<file path="src/rtl/trap_ctrl.sv">
// trap_ctrl: commit-time trap/MRET/branch handling. Turns each accepted result
// into a flush window followed by a one-cycle fetch redirect, and owns the
// machine-mode trap CSRs (mtvec, mepc, mcause, mstatus.MIE/MPIE).
module trap_ctrl #(
    parameter int unsigned     XLEN         = 32,
    parameter int unsigned     EX_W         = 4,
    parameter int unsigned     FLUSH_CYCLES = 2,
    parameter logic [XLEN-1:0] MTVEC_RST    = '0
) (
    input  logic            clk,
    input  logic            rst,
    input  logic            res_valid,
    output logic            res_ready,
    input  logic [XLEN-1:0] res_pc,
    input  logic            res_ex_valid,
    input  logic [EX_W-1:0] res_ex,
    input  logic            res_ret_valid,
    input  logic            res_br_valid,
    input  logic [XLEN-1:0] res_br_target,
    output logic            flush,
    output logic            redirect_valid,
    output logic [XLEN-1:0] redirect_pc,
    input  logic [11:0]     csr_addr,
    input  logic            csr_we,
    input  logic [XLEN-1:0] csr_wdata,
    output logic [XLEN-1:0] csr_rdata
);

    localparam int unsigned CNT_W = (FLUSH_CYCLES > 1) ? $clog2(FLUSH_CYCLES) : 1;
    localparam logic [CNT_W-1:0] CNT_LAST = CNT_W'(FLUSH_CYCLES - 1);

    localparam logic [11:0] ADDR_MSTATUS = 12'h300;
    localparam logic [11:0] ADDR_MTVEC   = 12'h305;
    localparam logic [11:0] ADDR_MEPC    = 12'h341;
    localparam logic [11:0] ADDR_MCAUSE  = 12'h342;

    typedef enum logic [1:0] {
        IDLE     = 2'd0,
        FLUSH    = 2'd1,
        REDIRECT = 2'd2
    } state_t;

    state_t            state, state_nxt;
    logic [CNT_W-1:0]  cnt, cnt_nxt;
    logic [XLEN-1:0]   target, target_nxt;
    logic              take_ex, take_ret;

    logic [XLEN-1:0]   mtvec, mepc, mcause;
    logic              mie, mpie;

    // PC alignment bits are dropped: mepc is always word aligned.
    logic unused_pc_lsb;
    assign unused_pc_lsb = ^res_pc[1:0];

    // Next-state: accept in IDLE with ex > ret > br priority, count the flush window.
    always_comb begin
        state_nxt  = state;
        cnt_nxt    = cnt;
        target_nxt = target;
        take_ex    = 1'b0;
        take_ret   = 1'b0;
        case (state)
            IDLE: begin
                if (res_valid) begin
                    cnt_nxt = '0;
                    if (res_ex_valid) begin
                        take_ex    = 1'b1;
                        target_nxt = {mtvec[XLEN-1:2], 2'b00};
                        state_nxt  = FLUSH;
                    end else if (res_ret_valid) begin
                        take_ret   = 1'b1;
                        target_nxt = mepc;
                        state_nxt  = FLUSH;
                    end else if (res_br_valid) begin
                        target_nxt = res_br_target;
                        state_nxt  = FLUSH;
                    end
                end
            end
            FLUSH: begin
                if (cnt == CNT_LAST) begin
                    state_nxt = REDIRECT;
                end else begin
                    cnt_nxt = cnt + CNT_W'(1);
                end
            end
            REDIRECT: state_nxt = IDLE;
            default:  state_nxt = IDLE;
        endcase
    end

    // State register; outputs are registered from the next state.
    always_ff @(posedge clk) begin
        if (rst) begin
            state          <= IDLE;
            cnt            <= '0;
            target         <= '0;
            res_ready      <= 1'b1;
            flush          <= 1'b0;
            redirect_valid <= 1'b0;
            redirect_pc    <= '0;
        end else begin
            state          <= state_nxt;
            cnt            <= cnt_nxt;
            target         <= target_nxt;
            res_ready      <= (state_nxt == IDLE);
            flush          <= (state_nxt != IDLE);
            redirect_valid <= (state_nxt == REDIRECT);
            if (state_nxt == REDIRECT) begin
                redirect_pc <= target_nxt;
            end
        end
    end

    // Trap CSRs: software writes, overridden field-wise by a same-edge trap/MRET.
    always_ff @(posedge clk) begin
        if (rst) begin
            mtvec  <= MTVEC_RST;
            mepc   <= '0;
            mcause <= '0;
            mie    <= 1'b0;
            mpie   <= 1'b0;
        end else begin
            if (csr_we) begin
                case (csr_addr)
                    ADDR_MSTATUS: begin
                        if (!take_ex && !take_ret) begin
                            mie  <= csr_wdata[3];
                            mpie <= csr_wdata[7];
                        end
                    end
                    ADDR_MTVEC:  mtvec <= {csr_wdata[XLEN-1:2], 2'b00};
                    ADDR_MEPC:   if (!take_ex) mepc <= {csr_wdata[XLEN-1:2], 2'b00};
                    ADDR_MCAUSE: if (!take_ex) mcause <= csr_wdata;
                    default: ;
                endcase
            end
            if (take_ex) begin
                mepc   <= {res_pc[XLEN-1:2], 2'b00};
                mcause <= XLEN'(res_ex);
                mpie   <= mie;
                mie    <= 1'b0;
            end else if (take_ret) begin
                mie    <= mpie;
                mpie   <= 1'b1;
            end
        end
    end

    // Combinational CSR read; unmapped addresses read zero.
    always_comb begin
        csr_rdata = '0;
        case (csr_addr)
            ADDR_MSTATUS: begin
                csr_rdata[3] = mie;
                csr_rdata[7] = mpie;
            end
            ADDR_MTVEC:  csr_rdata = mtvec;
            ADDR_MEPC:   csr_rdata = mepc;
            ADDR_MCAUSE: csr_rdata = mcause;
            default:     csr_rdata = '0;
        endcase
    end

endmodule

</file>
<file path="config.mk">
export PLATFORM = sky130hd
export DESIGN_NAME = trap_ctrl
export DESIGN_NICKNAME = d
export VERILOG_FILES = /design/src/rtl/trap_ctrl.sv
export SDC_FILE = /design/constraint.sdc
export NUM_CORES = 1
export LEC_CHECK = 0
export ABC_AREA = 0
export CELL_PAD_IN_SITES_DETAIL_PLACEMENT = 0
export CELL_PAD_IN_SITES_GLOBAL_PLACEMENT = 2
export CORE_UTILIZATION = 31
export CTS_CLUSTER_DIAMETER = 30
export DETAILED_ROUTE_END_ITERATION = 8
export GPL_TIMING_DRIVEN = 0
export PLACE_DENSITY_LB_ADDON = 0.1
export SYNTH_ARGS = -nofsm -noshare
export SYNTH_HDL_FRONTEND = slang
export SYNTH_SLANG_ARGS = --single-unit
</file>
<file path="constraint.sdc">
create_clock -name clk -period 3.4 [get_ports clk]
set_input_delay 0.34 -clock clk [delete_from_list [all_inputs] [get_ports clk]]
set_output_delay 0.34 -clock clk [all_outputs]
set_load 0.01 [all_outputs]
</file>
After elaboration in Yosys (flattened, before gate mapping)
Cells that the tools add are included.
{"block": "op_classes", "n_eq_ne": 7, "addsub": 1, "muxes": 41, "n_reduce_logical": 24}
{"cell": "$mux W32", "count": 8}
{"cell": "$pmux W24 S3", "count": 1}
{"cell": "$eq A12 B10 Y1 const B", "count": 4}
{"cell": "$mux W1", "count": 18}
{"cell": "$pmux W3 S3", "count": 2}
{"cell": "$reduce_bool A2 Y1", "count": 8}
{"cell": "$mux W4", "count": 3}
{"cell": "$mux W2", "count": 5}
{"cell": "$reduce_and A2 Y1", "count": 5}
{"cell": "$reduce_bool A3 Y1", "count": 3}
{"cell": "$pmux W1 S4", "count": 2}
{"cell": "$reduce_and A3 Y1", "count": 2}
{"cell": "$logic_not A2 Y1", "count": 2}
{"cell": "$pmux W2 S2", "count": 1}
{"cell": "$eq A2 B1 Y1 const B", "count": 1}
{"cell": "$eq A2 B2 Y1 const B", "count": 1}
{"cell": "$logic_not A1 Y1", "count": 2}
{"cell": "$ne A2 B2 Y1 const B", "count": 1}
{"cell": "$pmux W1 S2", "count": 1}
{"cell": "$reduce_or A2 Y1", "count": 1}
{"cell": "$add A1 B1 Y1 const B", "count": 1}
{"cell": "$logic_and A1 B1 Y1", "count": 1}
{"block": "word_totals", "regBits": 164, "inputBits": 119, "out_inout_bits": 67, "word_cells": 86}

Longest topological paths before layout
Gate-level depths: netlist of run 1.
{"block": "logic_depth", "depth_word": 11, "ltp_mapped": 7, "ltp_nobuf": 4}

Worst setup path before layout of run 1
No wires, ideal clock.
{"block": "synth_timing", "path_kind": "input to output", "from": "input port csr_addr[0]", "to": "output port csr_rdata[10]", "required_time_ps": 3060, "cell_stages": 6, "path_slack_ps": 1490, "path_buffers": 2, "arrival_ps": 1570, "cell_sequence": "buf_4 > nor4_4 > nand2_1 > nor2_1 > clkbuf_1 > a221o_1"}
{"block": "synth_via", "elab_chain_len": 2, "word_cells_on_any_way": 4, "cone_classes": "eq/ne: 3; mux: 1"}
{"element": "start, declared", "line_no": "23", "source": "input logic [11:0] csr_addr,"}
{"element": "$eq A12 B10 Y1", "line_no": "153", "source": "case (csr_addr)"}
{"element": "$pmux W24 S3 (*)", "line_no": "153"}
{"element": "end, declared", "line_no": "26", "source": "output logic [XLEN-1:0] csr_rdata"}
Every way passes the cells marked *; elsewhere a longest branch is shown, timed or not.

Final worst setup path of run 1
{"block": "layout_timing", "from": "input port csr_addr[6]", "to": "output port csr_rdata[30]"}
Same word-level chain as after synthesis.

==> metrics, run 1 <==
Die ar.=25300 um^2; pre-CTS WS=-0.142 ns; crit path DAT=2.92 ns; I/O pins=186; CTS Buffer Depth=2; normalized max-slew margin=0.404; Syn Nets=1000; clock sinks=about 160; final setup fails=0; Core Rows=57; Leak=between 3 and 4 nW; Die Span Y=159 um; Reg2Reg Depth=6; Worst Setup EP=csr_rdata[30]; antenna-violating nets left=0; Unique masters post-synth=47; total CTS buffers=17; Setup Skew=0.0117 ns; clk_lat worst skew=0.43 ns; GPL Wtd Cong=roughly 0.8; PnR worst setup slack=0.141 ns; worst hold path type=reg2reg; Placeable Area=24200 um^2; worst-margin pin slew=roughly 0.89 ns; R2R Setup Slk=~1.1 ns; critical-path maximum fanout=10; worst r2r src=state[0]; Req. time, crit path=between 3 and 4 ns; overall routing resource usage=0.232; antenna violations before repair=0; wirelength, routed=between 20000 and 30000 um; Post-Syn Area per Cell=8.68 um^2; crit path launch type=input port; TritonCTS clock tree=yes; most common cell after layout, fill and taps aside=nand2_1; synthesis-to-finish area growth=36.9%; RSZ-0062 raised after global routing=no; CTS root buffer=clkbuf_16; effective utilization at floorplan=0.316; max-slew violation total from the final report=0; IO Port Bufs=181; CP startpoint=csr_addr[6]; status=finished, final reports clean; clock transition at the registers of the reported paths=about 0.06 ns; proportion of layout cells with a drive suffix above 1=0.0941; critical setup path kind=in2out; min Tclk post-route=3.26 ns; # H-tree levels=4; Post-Syn Area=7650 um^2; pin count of the biggest net entering global routing=17; Seq/Total Area, Yosys=0.429; Worst setup EP type=primary output; final hold vios=0; drt initial violations=467; Die Wd=approximately 160 um; DR vias/cell=around 5; max cap viols=0; HPWL Detailed=roughly 23000 um; vias=7304; vias in the first global route=~7000; number of synthesis warnings=0; commonest cells after routing, fill and taps aside=nand2_1 (183), clkdlybuf4s50_1 (181), dfxtp_1 (164), a21oi_1 (92), clkbuf_1 (54); WL/cell=20.6 um; Layout fillers=2512; Max Clk Rate=~310 MHz; first-pass GRT wire length=44200 um; drt drc=0; Gate Count Post-Synth=about 880; pwr dens=435 nW/um^2; VDD IR max=247 uV; DRT Pass-1 Iters=7; n_diodes=0; GRT Residual Overflow=0; reg2reg end=mcause[29]; final hold slack=0.451 ns; fin crit share=0.958; Yosys reg bits=164; Nets=1202
==> logic make-up (layout without fill, tap and decap cells) <==
logic type,count (synthesis),in the layout,synth area share
flip-flops,164,164,0.429
multiplexers,31,31,0.0407
AND/OR/NAND/NOR,368,368,0.240
buffers and inverters,91,305,0.0590
AO/OA/AOI/OAI,227,227,0.232
==> where the power goes <==
group / leakage, nW / internal, mW / switching, mW
registers: 1.33 / 1.98 / 0.0577
clock network: 0.271 / 1.12 / 0.829
logic: 1.82 / 0.267 / 0.303
==> worst max-delay path, cell delays in order <==
cell             delay [ns]
clkdlybuf4s50_1        0.60
nor4b_4                0.35
nand2_1                0.16
nor2_1                 0.28
buf_2                  0.36
a221o_1                0.27
clkdlybuf4s50_1        0.55
==> worst min-delay path by stage <==
| stage | from | end | slack [ns] | cells past startpoint |
|---|---|---|---|---|
| after floorplan | mcause[10] | mcause[10] | 0.43 | 2 |
| after global placement | mcause[6] | mcause[6] | 0.44 | 2 |
| after detailed placement | mcause[5] | mcause[5] | 0.44 | 2 |
| after CTS | mcause[5] | mcause[5] | 0.45 | 2 |
| after global routing | mcause[6] | mcause[6] | 0.46 | 2 |
| final | mcause[5] | mcause[5] | 0.45 | 2 |
==> Yosys cell counts (all sizes together) <==
library cell / number / area (um^2)
a21oi: 92 / 460
nand2: 183 / 687
nand2b: 3 / 18.8
a311oi: 1 / 8.76
mux2: 1 / 11.3
o21bai: 3 / 22.5
a221o: 30 / 300
buf: 28 / 209
clkbuf: 58 / 224
nand3: 36 / 180
and3: 1 / 6.26
a22oi: 2 / 15.0
and3b: 3 / 26.3
or4: 1 / 11.3
nor2b: 32 / 200
o32ai: 30 / 263
or2: 1 / 8.76
nor3: 43 / 215
nor3b: 2 / 26.3
a31oi: 1 / 6.26
nor4b: 2 / 32.5
or4b: 1 / 10.0
and4: 4 / 35.0
and2: 33 / 206
and4b: 2 / 20.0
a211oi: 33 / 398
nor4: 5 / 76.3
o211ai: 1 / 7.51
o21ai: 3 / 15.0
a221oi: 30 / 263
o31ai: 1 / 12.5
mux2i: 30 / 300
nand4b: 1 / 8.76
nand4: 3 / 18.8
dfxtp: 164 / 3280
nor2: 12 / 45.0
inv: 5 / 18.8
==> through the flow <==
step                std cells  utilization  TNS (ns)  instance area [um^2]  power (mW)
floorplan                 881            -         0                  7650        2.35
global route             1419        0.432         0                 10500        4.73
detailed placement       1386        0.407     -1.27                  9870        2.65
global placement         1386        0.407     -1.25                  9870        2.65
CTS                      1417        0.431         0                 10500        4.60
finish                   1419        0.432         0                 10500        4.56
==> cell type report <==
type	instances	area, um^2	area share
tap	324	405	0.0387
timing repair buffer	183	1830	0.174
multi-input combinational	626	3920	0.374
buffer	86	435	0.0416
clock buffer	20	457	0.0436
clock inverter	11	129	0.0123
inverter	5	18.8	0.00179
sequential	164	3280	0.314
==> what timing repair did <==
action	CTS	global route
hold buffers	0	0
buffers inserted	0	2
pin swaps	0	1
resized for setup	2	1
setup endpoints to repair	20	16
==> layer usage <==
layer	GRT usage	wire length, um	share of wire	vias up
li1	-	-	-	3615
met1	0.339	14900	0.51	3476
met2	0.361	13000	0.44	192
met3	0.0294	1080	0.037	21
met4	0.0538	314	0.011	0
met5	0	0	0	-
==> registers in the layout (all words and copies together), names as in the netlist <==
name and cells:
cnt 1, flush 1, mcause 32, mepc 30, mie 1, mpie 1, mtvec 30, redirect_pc 32
redirect_valid 1, res_ready 1, state 2, target 32
(Power assumes the default switching activity.)
==> inputs of run 2 (changes only) <==
--- a/config.mk
+++ b/config.mk
@@ -13,6 +13,7 @@
 export DETAILED_ROUTE_END_ITERATION = 8
 export GPL_TIMING_DRIVEN = 0
 export PLACE_DENSITY_LB_ADDON = 0.1
+export REMOVE_ABC_BUFFERS = 1
 export SYNTH_ARGS = -nofsm -noshare
 export SYNTH_HDL_FRONTEND = slang
 export SYNTH_SLANG_ARGS = --single-unit
==> metrics, run 2 (same netlist as run 1, synthesis figures left out) <==
status=finished, final reports clean; PnR worst setup slack=0.136 ns; DRT Pass-1 Iters=4; VDD IR max=254 uV; GR Layer Usage met2=0.366; HP Start=rst; min Tclk post-route=3.26 ns; CP startpoint=csr_addr[5]; commonest cells after routing, fill and taps aside=nand2_1 (182), clkdlybuf4s50_1 (179), dfxtp_1 (164), a21oi_1 (92), nor3_1 (43); normalized max-slew margin=0.431; I/O pins=186; HPWL Detailed=about 17000 um; clock transition at the registers of the reported paths=0.08 ns; proportion of layout cells with a drive suffix above 1=0.104; crit path DAT=just under 3 ns; CTS Buffer Depth=2; Setup TNS=0 ns; max cap viols=0; max-slew violation total from the final report=0; antenna-violating nets left=0; DR vias/cell=5.27; Layout fillers=2468; Leak=about 3.4 nW; Most Used Layer, Global Route=met2; antenna violations before repair=0; Setup Skew=0.0145 ns; IO Port Bufs=roughly 180; R2R Setup Slk=0.78 ns; overall routing resource usage=0.222; synthesis-to-finish area growth=36.9%; final hold vios=0; pre-CTS WS=-0.569 ns; wirelength, routed=27900 um; pin count of the biggest net entering global routing=86; Reg2Reg Depth=5; worst r2r src=state[0]; fin crit share=0.960; final core utilization=0.432; vias in the first global route=between 7000 and 8000; RSZ-0062 raised after global routing=no; # H-tree levels=4; WL/cell=20.6 um; clock sinks=about 160; Worst Setup EP=csr_rdata[14]; GRT Residual Overflow=0; worst hold path type=in2reg; Max Clk Rate=306 MHz; Placeable Area=~24000 um^2; global routing usage on met1=0.300; worst-margin pin slew=0.854 ns; GPL Wtd Cong=0.734; routing usage on met3=0.0448; top flop regs=mcause: 32 flops, redirect_pc: 32 flops, target: 32 flops; final instance area=10500 um^2; pwr dens=about 430 nW/um^2; crit path launch type=input port; clk_lat worst skew=0.43 ns; Nets=1138; first-pass GRT wire length=43300 um; TritonCTS clock tree=yes; final setup fails=0; Die Span Y=between 150 and 200 um; Die ar.=around 25000 um^2; total CTS buffers=17; n_diodes=0; vias=7140; critical-path maximum fanout=12; reg2reg end=mepc[2]; critical setup path kind=in2out; Pwr Total=between 4 and 5 mW; effective utilization at floorplan=0.316; Placed Instance Area=9870 um^2; Core Rows=57; drt initial violations=between 500 and 600; CTS root buffer=clkbuf_16; Worst setup EP type=primary output; drt drc=0; Die Wd=159 um; Req. time, crit path=roughly 3.1 ns; most common cell after layout, fill and taps aside=nand2_1
run 2: cell type report:
cell class              instances  area, um^2  area share
multi-input cells             626        3960       0.378
flip-flops and latches        164        3280       0.313
repair buffers                205        2230       0.213
clock buffers                  18         439      0.0419
well taps                     324         405      0.0387
clock inverters                14         140      0.0134
inverters                       5        18.8     0.00179
run 2: layer usage:
metal | wire length (um) | vias up | part of all wire
met1 | 13200 | 3454 | 0.47
li1 | - | 3470 | -
met5 | 0 | - | 0
met2 | 13000 | 197 | 0.47
met3 | 1370 | 19 | 0.049
met4 | 260 | 0 | 0.0093
run 2: how the worst min path moves through the flow:
| stage | endpoint | slack, ns | cells after the start |
|---|---|---|---|
| final | mtvec[28] | 0.33 | 2 |
| after floorplan | mepc[10] | 0.40 | 1 |
| after global placement | mcause[14] | 0.44 | 2 |
| after detailed placement | mcause[30] | 0.44 | 2 |
| after CTS | mtvec[5] | 0.34 | 2 |
| after global routing | mtvec[29] | 0.34 | 2 |
run 2: timing repair:
action / CTS / global route
hold buffers: 0 / 0
pin swaps: 2 / 2
setup endpoints to repair: 30 / 12
resized for setup: 2 / 1
setup buffers: 1 / 2
run 2: power by group:
part | switching, mW | leakage [nW] | internal, mW
clock | 0.890 | 0.281 | 1.05
combinational | 0.305 | 1.80 | 0.279
sequential | 0.0371 | 1.33 | 1.98
run 2: stage by stage:
stage / cells / hold slack, ns
after floorplan: 795 / 0.405
after global placement: 1302 / 0.440
after detailed placement: 1321 / 0.444
after CTS: 1354 / 0.336
after global routing: 1356 / 0.345
final: 1356 / 0.326
run 2: critical path, stage by stage:
cell and delay, ns:
clkdlybuf4s50_1 0.51, nor4_4 0.28, buf_4 0.18, nand2_1 0.09, nor4_4 0.32, buf_8 0.20
buf_6 0.20, a221o_1 0.18, clkdlybuf4s50_1 0.61
==> inputs of run 3 (changes only) <==
--- a/config.mk
+++ b/config.mk
@@ -13,6 +13,7 @@
 export DETAILED_ROUTE_END_ITERATION = 8
 export GPL_TIMING_DRIVEN = 0
 export PLACE_DENSITY_LB_ADDON = 0.1
+export RECOVER_POWER = 50
 export REMOVE_ABC_BUFFERS = 1
 export SYNTH_ARGS = -nofsm -noshare
 export SYNTH_HDL_FRONTEND = slang
==> metrics, run 3 (same netlist as run 1, synthesis figures left out) <==
clock sinks=164; worst-margin pin slew=roughly 2.2 ns; Setup TNS=0 ns; critical-path maximum fanout=12; drt initial violations=503; Setup Skew=around 0.014 ns; critical setup path kind=in2out; wirelength, routed=approximately 28000 um; CTS Buffer Depth=2; pwr dens=approximately 440 nW/um^2; R2R Setup Slk=0.79 ns; vias=7128; Reg2Reg Depth=5; crit path DAT=2.92 ns; overall routing resource usage=0.222; HPWL Detailed=17300 um; I/O pins=186; crit path launch type=input port; WL/cell=slightly above 20 um; reg2reg end=mepc[9]; VDD IR max=254 uV; clock transition at the registers of the reported paths=0.08 ns; GPL Wtd Cong=between 0.7 and 0.8; Placeable Area=approximately 24000 um^2; most common cell after layout, fill and taps aside=nand2_1; synthesis-to-finish area growth=35.6%; min Tclk post-route=approximately 3.3 ns; Leak=approximately 3.5 nW; pin count of the biggest net entering global routing=86; effective utilization at floorplan=0.316; CP startpoint=csr_addr[5]; Die Span Y=159 um; drt drc=0; status=finished with violations; Worst Setup EP=csr_rdata[19]; clk_lat worst skew=0.43 ns; placed insts=1321; normalized max-slew margin=-0.458; total CTS buffers=17; Core Rows=57; TritonCTS clock tree=yes; fin crit share=0.959; antenna-violating nets left=0; commonest cells after routing, fill and taps aside=nand2_1 (182), dfxtp_1 (164), clkdlybuf4s50_1 (143), a21oi_1 (92), nor3_1 (43); final hold vios=0; failing checks=max-capacitance violations, max-slew violations; Req. time, crit path=3.06 ns; Max Clk Rate=307 MHz; Die ar.=25300 um^2; Layout fillers=2478; max-slew violation total from the final report=119; GRT Residual Overflow=0; final setup fails=0; Worst setup EP type=primary output; first-pass GRT wire length=43300 um; max cap viols=2; n_diodes=0; # H-tree levels=4; IO Port Bufs=183; vias in the first global route=7069; Nets=1138; proportion of layout cells with a drive suffix above 1=0.0998; antenna violations before repair=0; worst hold path type=in2reg; Die Wd=159 um; worst r2r src=state[0]; Layout Cells excl Fill=1356; DRT Pass-1 Iters=5; final core utilization=0.428; DR vias/cell=approximately 5.3; RSZ-0062 raised after global routing=no; CTS root buffer=clkbuf_16; top flop regs=mcause: 32 flops, redirect_pc: 32 flops, target: 32 flops
-- run 3: cell count changes in the layout (fill, tap and decap cells not counted), sizes merged --
cell / previous run / this run
buf: 25 / 20
clkbuf: 18 / 23
dlygate4sd3: 0 / 36
clkdlybuf4s50: 179 / 143
-- run 3: worst min-delay path by stage --
stage	start	to	slack, ns	depth (start not counted)
detailed placement	mcause[30]	mcause[30]	0.44	2
global placement	mcause[14]	mcause[14]	0.44	2
finish	rst	mtvec[28]	0.31	2
floorplan	rst	mepc[10]	0.40	1
global route	rst	mtvec[29]	0.33	2
CTS	rst	mtvec[5]	0.34	2
-- run 3: critical path: stages --
cell and delay, ns:
clkdlybuf4s50_1 0.51, nor4_4 0.28, buf_4 0.18, nand2_1 0.09, nor4_4 0.32, buf_8 0.20, buf_6 0.20, a221o_1 0.23
clkdlybuf4s50_1 0.56
-- run 3: layout make-up --
type,instances,area (um^2),area share
multi-input combinational,626,3940,0.380
clock inverter,14,140,0.0135
sequential,164,3280,0.316
inverter,5,18.8,0.00181
timing repair buffer,205,2150,0.207
tap,324,405,0.0391
clock buffer,18,439,0.0423
-- run 3: repair_timing --
| item | in CTS | in global routing |
|---|---|---|
| setup endpoints to repair | 30 | 12 |
| gates resized for setup | 2 | 1 |
| setup buffers | 1 | 2 |
| hold buffers | 0 | 0 |
| pin swaps | 2 | 2 |
| gates cloned | 0 | 0 |
-- run 3: power breakdown --
group	total [mW]	switching, mW	leakage (nW)	internal, mW
logic	0.561	0.300	1.88	0.261
clock network	1.94	0.892	0.281	1.05
registers	2.02	0.0370	1.33	1.98
total	4.52	1.23	3.50	3.29
-- run 3: per-stage QoR --
stage          area [um^2]  power, mW  setup WS, ns  hold slack, ns
2_1_floorplan         7220       2.29         0.163           0.405
3_3_place_gp          9460       2.62         -4.26           0.440
3_5_place_dp          9870       2.65        -0.569           0.444
4_1_cts              10500       4.59       0.00515           0.336
5_1_grt              10400       4.72       0.00298           0.334
6_report             10400       4.52         0.139           0.314
-- run 3: metal layers --
| metal | global-route usage | part of all wire | vias to the layer above |
|---|---|---|---|
| met5 | 0 | 0 | - |
| met4 | 0.0433 | 0.0086 | 0 |
| met3 | 0.0448 | 0.050 | 19 |
| met2 | 0.366 | 0.47 | 195 |
| met1 | 0.300 | 0.47 | 3444 |
| li1 | - | - | 3470 |
